<file path="config.mk">
export PLATFORM = sky130hd
export DESIGN_NAME = sdram_init_ctrl
export DESIGN_NICKNAME = d
export VERILOG_FILES = /design/src/rtl/sdram_pkg.sv /design/src/rtl/sdram_init_ctrl.sv
export SDC_FILE = /design/constraint.sdc
export NUM_CORES = 1
export LEC_CHECK = 0
export CORE_UTILIZATION = 58
export DETAILED_ROUTE_END_ITERATION = 10
export GPL_ROUTABILITY_DRIVEN = 0
export PLACE_DENSITY = 0.84
export SETUP_SLACK_MARGIN = 0.4
export SYNTH_ARGS = -nofsm -noshare
export SYNTH_HDL_FRONTEND = slang
export SYNTH_SLANG_ARGS = --single-unit
</file>
<file path="constraint.sdc">
create_clock -name init_clk -period 2.9 [get_ports init_clk]
set_input_delay 0.29 -clock init_clk [delete_from_list [all_inputs] [get_ports init_clk]]
set_output_delay 0.29 -clock init_clk [all_outputs]
set_load 0.1 [all_outputs]
</file>
<file path="src/rtl/sdram_pkg.sv">
// Shared encodings for the SDRAM power-up sequencer: command pins, Gray-coded states,
// mode-register fields and default timing.
package sdram_pkg;

  // {CS_n, RAS_n, CAS_n, WE_n}
  localparam logic [3:0] CMD_NOP          = 4'b0111;
  localparam logic [3:0] CMD_PRECHARGE    = 4'b0010;
  localparam logic [3:0] CMD_AUTO_REFRESH = 4'b0001;
  localparam logic [3:0] CMD_LOAD_MODE    = 4'b0000;

  localparam logic [1:0]  BANK_ALL = 2'b11;
  localparam logic [12:0] ADDR_ALL = 13'h1FFF;

  // Gray sequence: every legal transition flips a single bit
  typedef enum logic [2:0] {
    INIT_WAIT = 3'b000,
    INIT_PRE  = 3'b001,
    INIT_TRP  = 3'b011,
    INIT_AR   = 3'b010,
    INIT_TRFC = 3'b110,
    INIT_MRS  = 3'b111,
    INIT_TMRD = 3'b101,
    INIT_END  = 3'b100
  } init_state_e;

  localparam logic       MR_WRITE_BURST = 1'b0;
  localparam logic [2:0] MR_CAS_LAT3    = 3'd3;
  localparam logic       MR_BURST_SEQ   = 1'b0;
  localparam logic [2:0] MR_BURST_FULL  = 3'b111;
  localparam logic [12:0] MR_DEFAULT =
    {3'b000, MR_WRITE_BURST, 2'b00, MR_CAS_LAT3, MR_BURST_SEQ, MR_BURST_FULL};

  localparam int unsigned T_POWER_DEF   = 10000;
  localparam int unsigned T_POWER_FAST  = 200;
  localparam int unsigned TRP_CLK_DEF   = 2;
  localparam int unsigned TRFC_CLK_DEF  = 7;
  localparam int unsigned TMRD_CLK_DEF  = 3;
  localparam int unsigned AR_NUM_DEF    = 8;

endpackage

</file>
<file path="src/rtl/sdram_init_ctrl.sv">
// SDRAM power-up sequencer: wait, PRECHARGE ALL, AUTO REFRESH x AR_NUM, LOAD MODE, then init_end.
// Define SDRAM_INIT_FAST_SIM_EN to shorten the power-up wait to 200 clocks.
module sdram_init_ctrl
  import sdram_pkg::*;
#(
  parameter int unsigned  T_POWER  = T_POWER_DEF,
  parameter int unsigned  TRP_CLK  = TRP_CLK_DEF,
  parameter int unsigned  TRFC_CLK = TRFC_CLK_DEF,
  parameter int unsigned  TMRD_CLK = TMRD_CLK_DEF,
  parameter int unsigned  AR_NUM   = AR_NUM_DEF,
  parameter logic [12:0]  MR_VALUE = MR_DEFAULT
) (
  input  logic        init_clk,
  input  logic        init_rst_n,
  output logic [3:0]  init_cmd,
  output logic [1:0]  init_bank,
  output logic [12:0] init_addr,
  output logic        init_end
);

`ifdef SDRAM_INIT_FAST_SIM_EN
  localparam int unsigned POWER_WAIT = T_POWER_FAST;
`else
  localparam int unsigned POWER_WAIT = T_POWER;
`endif

  localparam logic [13:0] PWR_LAST  = 14'(POWER_WAIT - 1);
  localparam logic [3:0]  TRP_LAST  = 4'(TRP_CLK - 1);
  localparam logic [3:0]  TRFC_LAST = 4'(TRFC_CLK - 1);
  localparam logic [3:0]  TMRD_LAST = 4'(TMRD_CLK - 1);
  localparam logic [3:0]  AR_TOTAL  = 4'(AR_NUM);

  init_state_e state_cur, state_d;
  logic [13:0] pwr_cnt_q, pwr_cnt_d;
  logic [3:0]  wait_cnt_q, wait_cnt_d;
  logic [3:0]  ar_cnt_q, ar_cnt_d;
  logic [3:0]  cmd_q, cmd_d;
  logic [1:0]  bank_q, bank_d;
  logic [12:0] addr_q, addr_d;
  logic        end_q, end_d;

  always_comb begin
    state_d    = state_cur;
    pwr_cnt_d  = pwr_cnt_q;
    wait_cnt_d = '0;  // one-cycle states clear it, so each timed state starts at 0
    ar_cnt_d   = ar_cnt_q;

    case (state_cur)
      INIT_WAIT: begin
        if (pwr_cnt_q == PWR_LAST) state_d = INIT_PRE;
        else                       pwr_cnt_d = pwr_cnt_q + 14'd1;
      end
      INIT_PRE: state_d = INIT_TRP;
      INIT_TRP: begin
        if (wait_cnt_q == TRP_LAST) state_d = INIT_AR;
        else                        wait_cnt_d = wait_cnt_q + 4'd1;
      end
      INIT_AR: begin
        state_d = INIT_TRFC;
        if (ar_cnt_q != 4'hF) ar_cnt_d = ar_cnt_q + 4'd1;
      end
      INIT_TRFC: begin
        if (wait_cnt_q == TRFC_LAST) state_d = (ar_cnt_q < AR_TOTAL) ? INIT_AR : INIT_MRS;
        else                         wait_cnt_d = wait_cnt_q + 4'd1;
      end
      INIT_MRS: state_d = INIT_TMRD;
      INIT_TMRD: begin
        if (wait_cnt_q == TMRD_LAST) state_d = INIT_END;
        else                         wait_cnt_d = wait_cnt_q + 4'd1;
      end
      INIT_END: state_d = INIT_END;
      default:  state_d = INIT_WAIT;
    endcase

    // Decode from the next state so the pins change on the same edge as state_cur
    cmd_d  = CMD_NOP;
    bank_d = BANK_ALL;
    addr_d = ADDR_ALL;
    case (state_d)
      INIT_PRE: cmd_d = CMD_PRECHARGE;
      INIT_AR:  cmd_d = CMD_AUTO_REFRESH;
      INIT_MRS: begin
        cmd_d  = CMD_LOAD_MODE;
        bank_d = 2'b00;
        addr_d = MR_VALUE;
      end
      default: ;
    endcase
    end_d = (state_d == INIT_END);
  end

  always_ff @(posedge init_clk or negedge init_rst_n) begin
    if (!init_rst_n) begin
      state_cur  <= INIT_WAIT;
      pwr_cnt_q  <= '0;
      wait_cnt_q <= '0;
      ar_cnt_q   <= '0;
      cmd_q      <= CMD_NOP;
      bank_q     <= BANK_ALL;
      addr_q     <= ADDR_ALL;
      end_q      <= 1'b0;
    end else begin
      state_cur  <= state_d;
      pwr_cnt_q  <= pwr_cnt_d;
      wait_cnt_q <= wait_cnt_d;
      ar_cnt_q   <= ar_cnt_d;
      cmd_q      <= cmd_d;
      bank_q     <= bank_d;
      addr_q     <= addr_d;
      end_q      <= end_d;
    end
  end

  assign init_cmd  = cmd_q;
  assign init_bank = bank_q;
  assign init_addr = addr_q;
  assign init_end  = end_q;

endmodule

</file>
* Word level (Yosys, flattened, before mapping)
Cells that the tools add are included.
** Word-level totals
- Bits in registers :: 45
- Input port bits :: 2
- Word-level logic and storage cells :: 45
** Cells by class
- Add/sub/neg operators :: 3
- $lt $le $gt $ge :: 1
- Equality and inequality tests :: 16
- Mux-type cells :: 13
- Bitwise gates (word level) :: 1
- Reduce and logical (&&, ||, !) cells :: 3
** Operators by type and width (count)
- case mux 3 bit (8 select lines) :: 1
- equality test 3 bit, second input constant :: 6
- 2-to-1 mux 3 bit :: 5
- adder 14 x 1 -> 14 bit, second input constant :: 1
- equality test 14 bit, second input constant :: 1
- 2-to-1 mux 13 bit :: 1
- 2-to-1 mux 4 bit :: 3
- case mux 4 bit (3 select lines) :: 1
- equality test 3 x 2 -> 1 bit, second input constant :: 3
- case mux 3 bit (3 select lines) :: 1
- adder 4 x 1 -> 4 bit, second input constant :: 2
- equality test 3 x 1 -> 1 bit, second input constant :: 2
- equality test 4 x 1 -> 1 bit, second input constant :: 1
- equality test 4 x 2 -> 1 bit, second input constant :: 1
- equality test 4 x 3 -> 1 bit, second input constant :: 1
- < comparator 4 bit, second input constant :: 1
- != test 4 bit, second input constant :: 1
- AND reduction 2 bit :: 2
- zero test 3 bit :: 1
- 2-to-1 mux 2 bit :: 1
- inverter 1 bit :: 1

* Logic depth before layout (Yosys ltp)
- Word-level depth :: 6
- Depth in mapped cells :: 6

* Least setup slack after synthesis
Ideal clock, no wire load.
- Path kind :: register -> output
- Start :: register init_bank[0] (netlist name)
- End :: output port init_addr[10]
- Data arrival time :: 1.299 ns
- Required time :: 2.610 ns
- Setup slack :: 1.311 ns
- Stages on the path, launching flop included :: 2
- Path buffers :: 1
- Cells stage by stage :: dfstp_2 buf_4
** RTL lines
- end, declared :: line sdram_init_ctrl.sv:17 : output logic [12:0] init_addr,

* Worst setup path after layout
- Start :: register state_cur[2]
- End :: register pwr_cnt_q[11]
** On the way
- Cells in the longest elaborated chain, start to end :: 2
** Ends and longest elaborated chain
- start, declared :: line sdram_init_ctrl.sv:33 : init_state_e state_cur, state_d;
- start signal, assigned :: line sdram_init_ctrl.sv:103 : state_cur <= state_d;
- zero test 3 bit :: line sdram_init_ctrl.sv:48 : case (state_cur)
- AND reduction 2 bit (no source line)
- end signal, assigned :: line sdram_init_ctrl.sv:104 : pwr_cnt_q <= pwr_cnt_d;
- end, declared :: line sdram_init_ctrl.sv:34 : logic [13:0] pwr_cnt_q, pwr_cnt_d;
No other way between the ends.
A chain may end at the register's enable or synchronous reset.

==> metrics.txt <==
status finished, final reports clean; Port Buffers 15; Worst Tran Pin Value 0.592 ns; register area share after synthesis 0.475; area growth from synthesis to layout 6.45%; die area 2960 µm²; Design Power about 710 µW; RSZ-0062 raised after global routing no; Iteration-0 DRC Markers 15; crit path time final 1.81 ns; Final Hold Viols 0; TNS Setup 0 ns; Root Buffer clkbuf_4; syn avg cell area between 10 and 15 µm²; synth warn 0; GRT Overall Usage 0.217; Synth Flop Type dfrtp_1; total congestion overflow 0; Via density about 5.6; XOR/XNOR share of the synthesized area 0.0991; setup bufs post-CTS 0; CTS buffer count 5; Critical Path End Type flop; Worst EP arrival ~2.0 ns; Final #Nets 170; post-synthesis async set-or-reset flop share 1.00; final setup vio count 0; WS Path Type flop to flop; largest family of logic cells by synthesized area simple AND/OR/NAND/NOR gates; Clk Latency, worst-skew pair 0.33 ns; Post-Synth Simple-Gate Area 0.224; site row count 18; Static Leak ~0.00074 µW; Distinct cells, synth 37; Remaining DRCs 0; Synth Area in Compound Gates 0.0487; Hold Crit Class primary input to async pin; CTS tree yes; drt first pass iters 4; Worst path top cell family by delay simple AND/OR/NAND/NOR gates; area share of fa/ha/maj cells after synthesis 0.0393; Pins Over Slew Limit 0; CP required around 3.1 ns; drt wl/cell around 14 µm; most frequent cells in the layout 26 x dfrtp_1, 15 x buf_4, 14 x xnor2_1; Std-Cell Core Area around 2500 µm²; CP Launch Type flop; I/O pins 22; crit-path max FO 11; Mapped Cells 155; share of post-route cells with drive strength above 1 0.189; post-cts resize count 0; # H-tree levels 2; Max VDD drop 0.367 mV; Initial Util 0.625; Ant. Diodes 0; critical path's largest stage delay 0.50 ns; Final period util 0.623; WP buf/inv 0; post-DP HPWL 2020 µm; worst-case hold slack around 0.33 ns; Max Cap Violations 0; pin count of the biggest net entering global routing 18; Routed WL 2640 µm; slew margin rel. 0.604; number of synthesized flops with an enable pin 0; clk sink count 30; DIE WIDTH about 54 µm; Max clock buf depth 2; number of global-route vias before repair between 900 and 1000; ANT nets after route 0; initial antenna violation count 0; mapped cell area 1590 µm²; critical path cell sequence or3_4 > nor4_4 > nand4_1 > xnor2_1; Worst Skew 0.00700 ns; fmax 553 MHz; vias 1083; Pwr per Cell Area roughly 420 nW/µm²; flops & latches, synth 30; clock-pin slew on the worst setup and hold paths 0.09 ns; slowest CP cell dfrtp_1; die height ~54 µm; Cell Count, Final, Fillers Out 194; placed cells 186; hold_buf cts 0; most common cell after layout, fill and taps aside dfrtp_1; mux share of post-synthesis cell area 0.0142; first-pass GRT wire length 4320 µm
[registers in the layout, summed over array words and instances (netlist names)]
signal,count
ar_cnt_q,4
init_bank,1
init_cmd,3
init_end,1
pwr_cnt_q,14
state_cur,3
wait_cnt_q,4
[where the power goes]
part	switching, µW	internal [µW]
logic	41.1	2.05
clock network	132	117
registers	0	418
total	174	537
[cell usage after synthesis, types with 3 or more instances]
master / instances / share of area
xnor2_1: 14 / 0.077
buf_4: 15 / 0.071
nand3_1: 10 / 0.031
dfrtp_1: 26 / 0.41
xor2_1: 4 / 0.022
inv_1: 5 / 0.012
nand3b_1: 3 / 0.014
nor2b_1: 3 / 0.012
a31oi_1: 4 / 0.016
ha_1: 5 / 0.039
nand2_1: 11 / 0.026
nand4_1: 4 / 0.016
nor2_1: 10 / 0.024
dfstp_2: 4 / 0.066
buf_2: 4 / 0.013
a21oi_1: 4 / 0.013
nor3_1: 4 / 0.013
[final cells by class]
type	instances	area, µm²
repair buffers	16	123
multi-input cells	105	699
fillers	182	851
inverters	5	18.8
clock inverters	1	5.00
well taps	30	37.5
clock buffers	7	55.1
flip-flops and latches	30	756
[stage by stage]
step	worst slack [ns]	util	instance area [µm²]
finish	1.09	0.666	1690
global placement	1.20	0.642	1630
detailed placement	1.09	0.642	1630
floorplan	1.31	-	1610
CTS	1.08	0.666	1690
global route	1.01	0.666	1690
[layer usage]
| metal | up-vias | part of all wire | GRT usage |
|---|---|---|---|
| met5 | - | 0 | 0 |
| met3 | 7 | 0.048 | 0.0722 |
| met2 | 28 | 0.51 | 0.343 |
| li1 | 521 | - | - |
| met1 | 527 | 0.42 | 0.252 |
| met4 | 0 | 0.019 | 0.132 |
[cells by family after synthesis]
kind of cell               count (synthesis)
adders and majority gates                  5
xor gates and xnor gates                  18
and+or+nand+nor                           61
other                                      2
muxes                                      2
AOI/OAI and AO/OA                         13
DFF                                       30
buffers and inverters                     24
[path summary, 6_finish.rpt]
kind | from | to | slack [ns] | cells past startpoint
setup reg to reg | state_cur[2]$_DFF_PN0_ | pwr_cnt_q[11]$_DFFE_PN0P_ | 1.09 | 4
max in group asynchronous | init_rst_n | ar_cnt_q[3]$_DFFE_PN0P_ | 1.94 | 2
min in group init_clk | pwr_cnt_q[10]$_DFFE_PN0P_ | pwr_cnt_q[10]$_DFFE_PN0P_ | 0.47 | 1
hold reg to reg | pwr_cnt_q[10]$_DFFE_PN0P_ | pwr_cnt_q[10]$_DFFE_PN0P_ | 0.47 | 1
hold / removal | init_rst_n | pwr_cnt_q[4]$_DFFE_PN0P_ | 0.33 | 1
setup / recovery | state_cur[2]$_DFF_PN0_ | pwr_cnt_q[11]$_DFFE_PN0P_ | 1.09 | 4
Power figures use the tool's default switching activity.
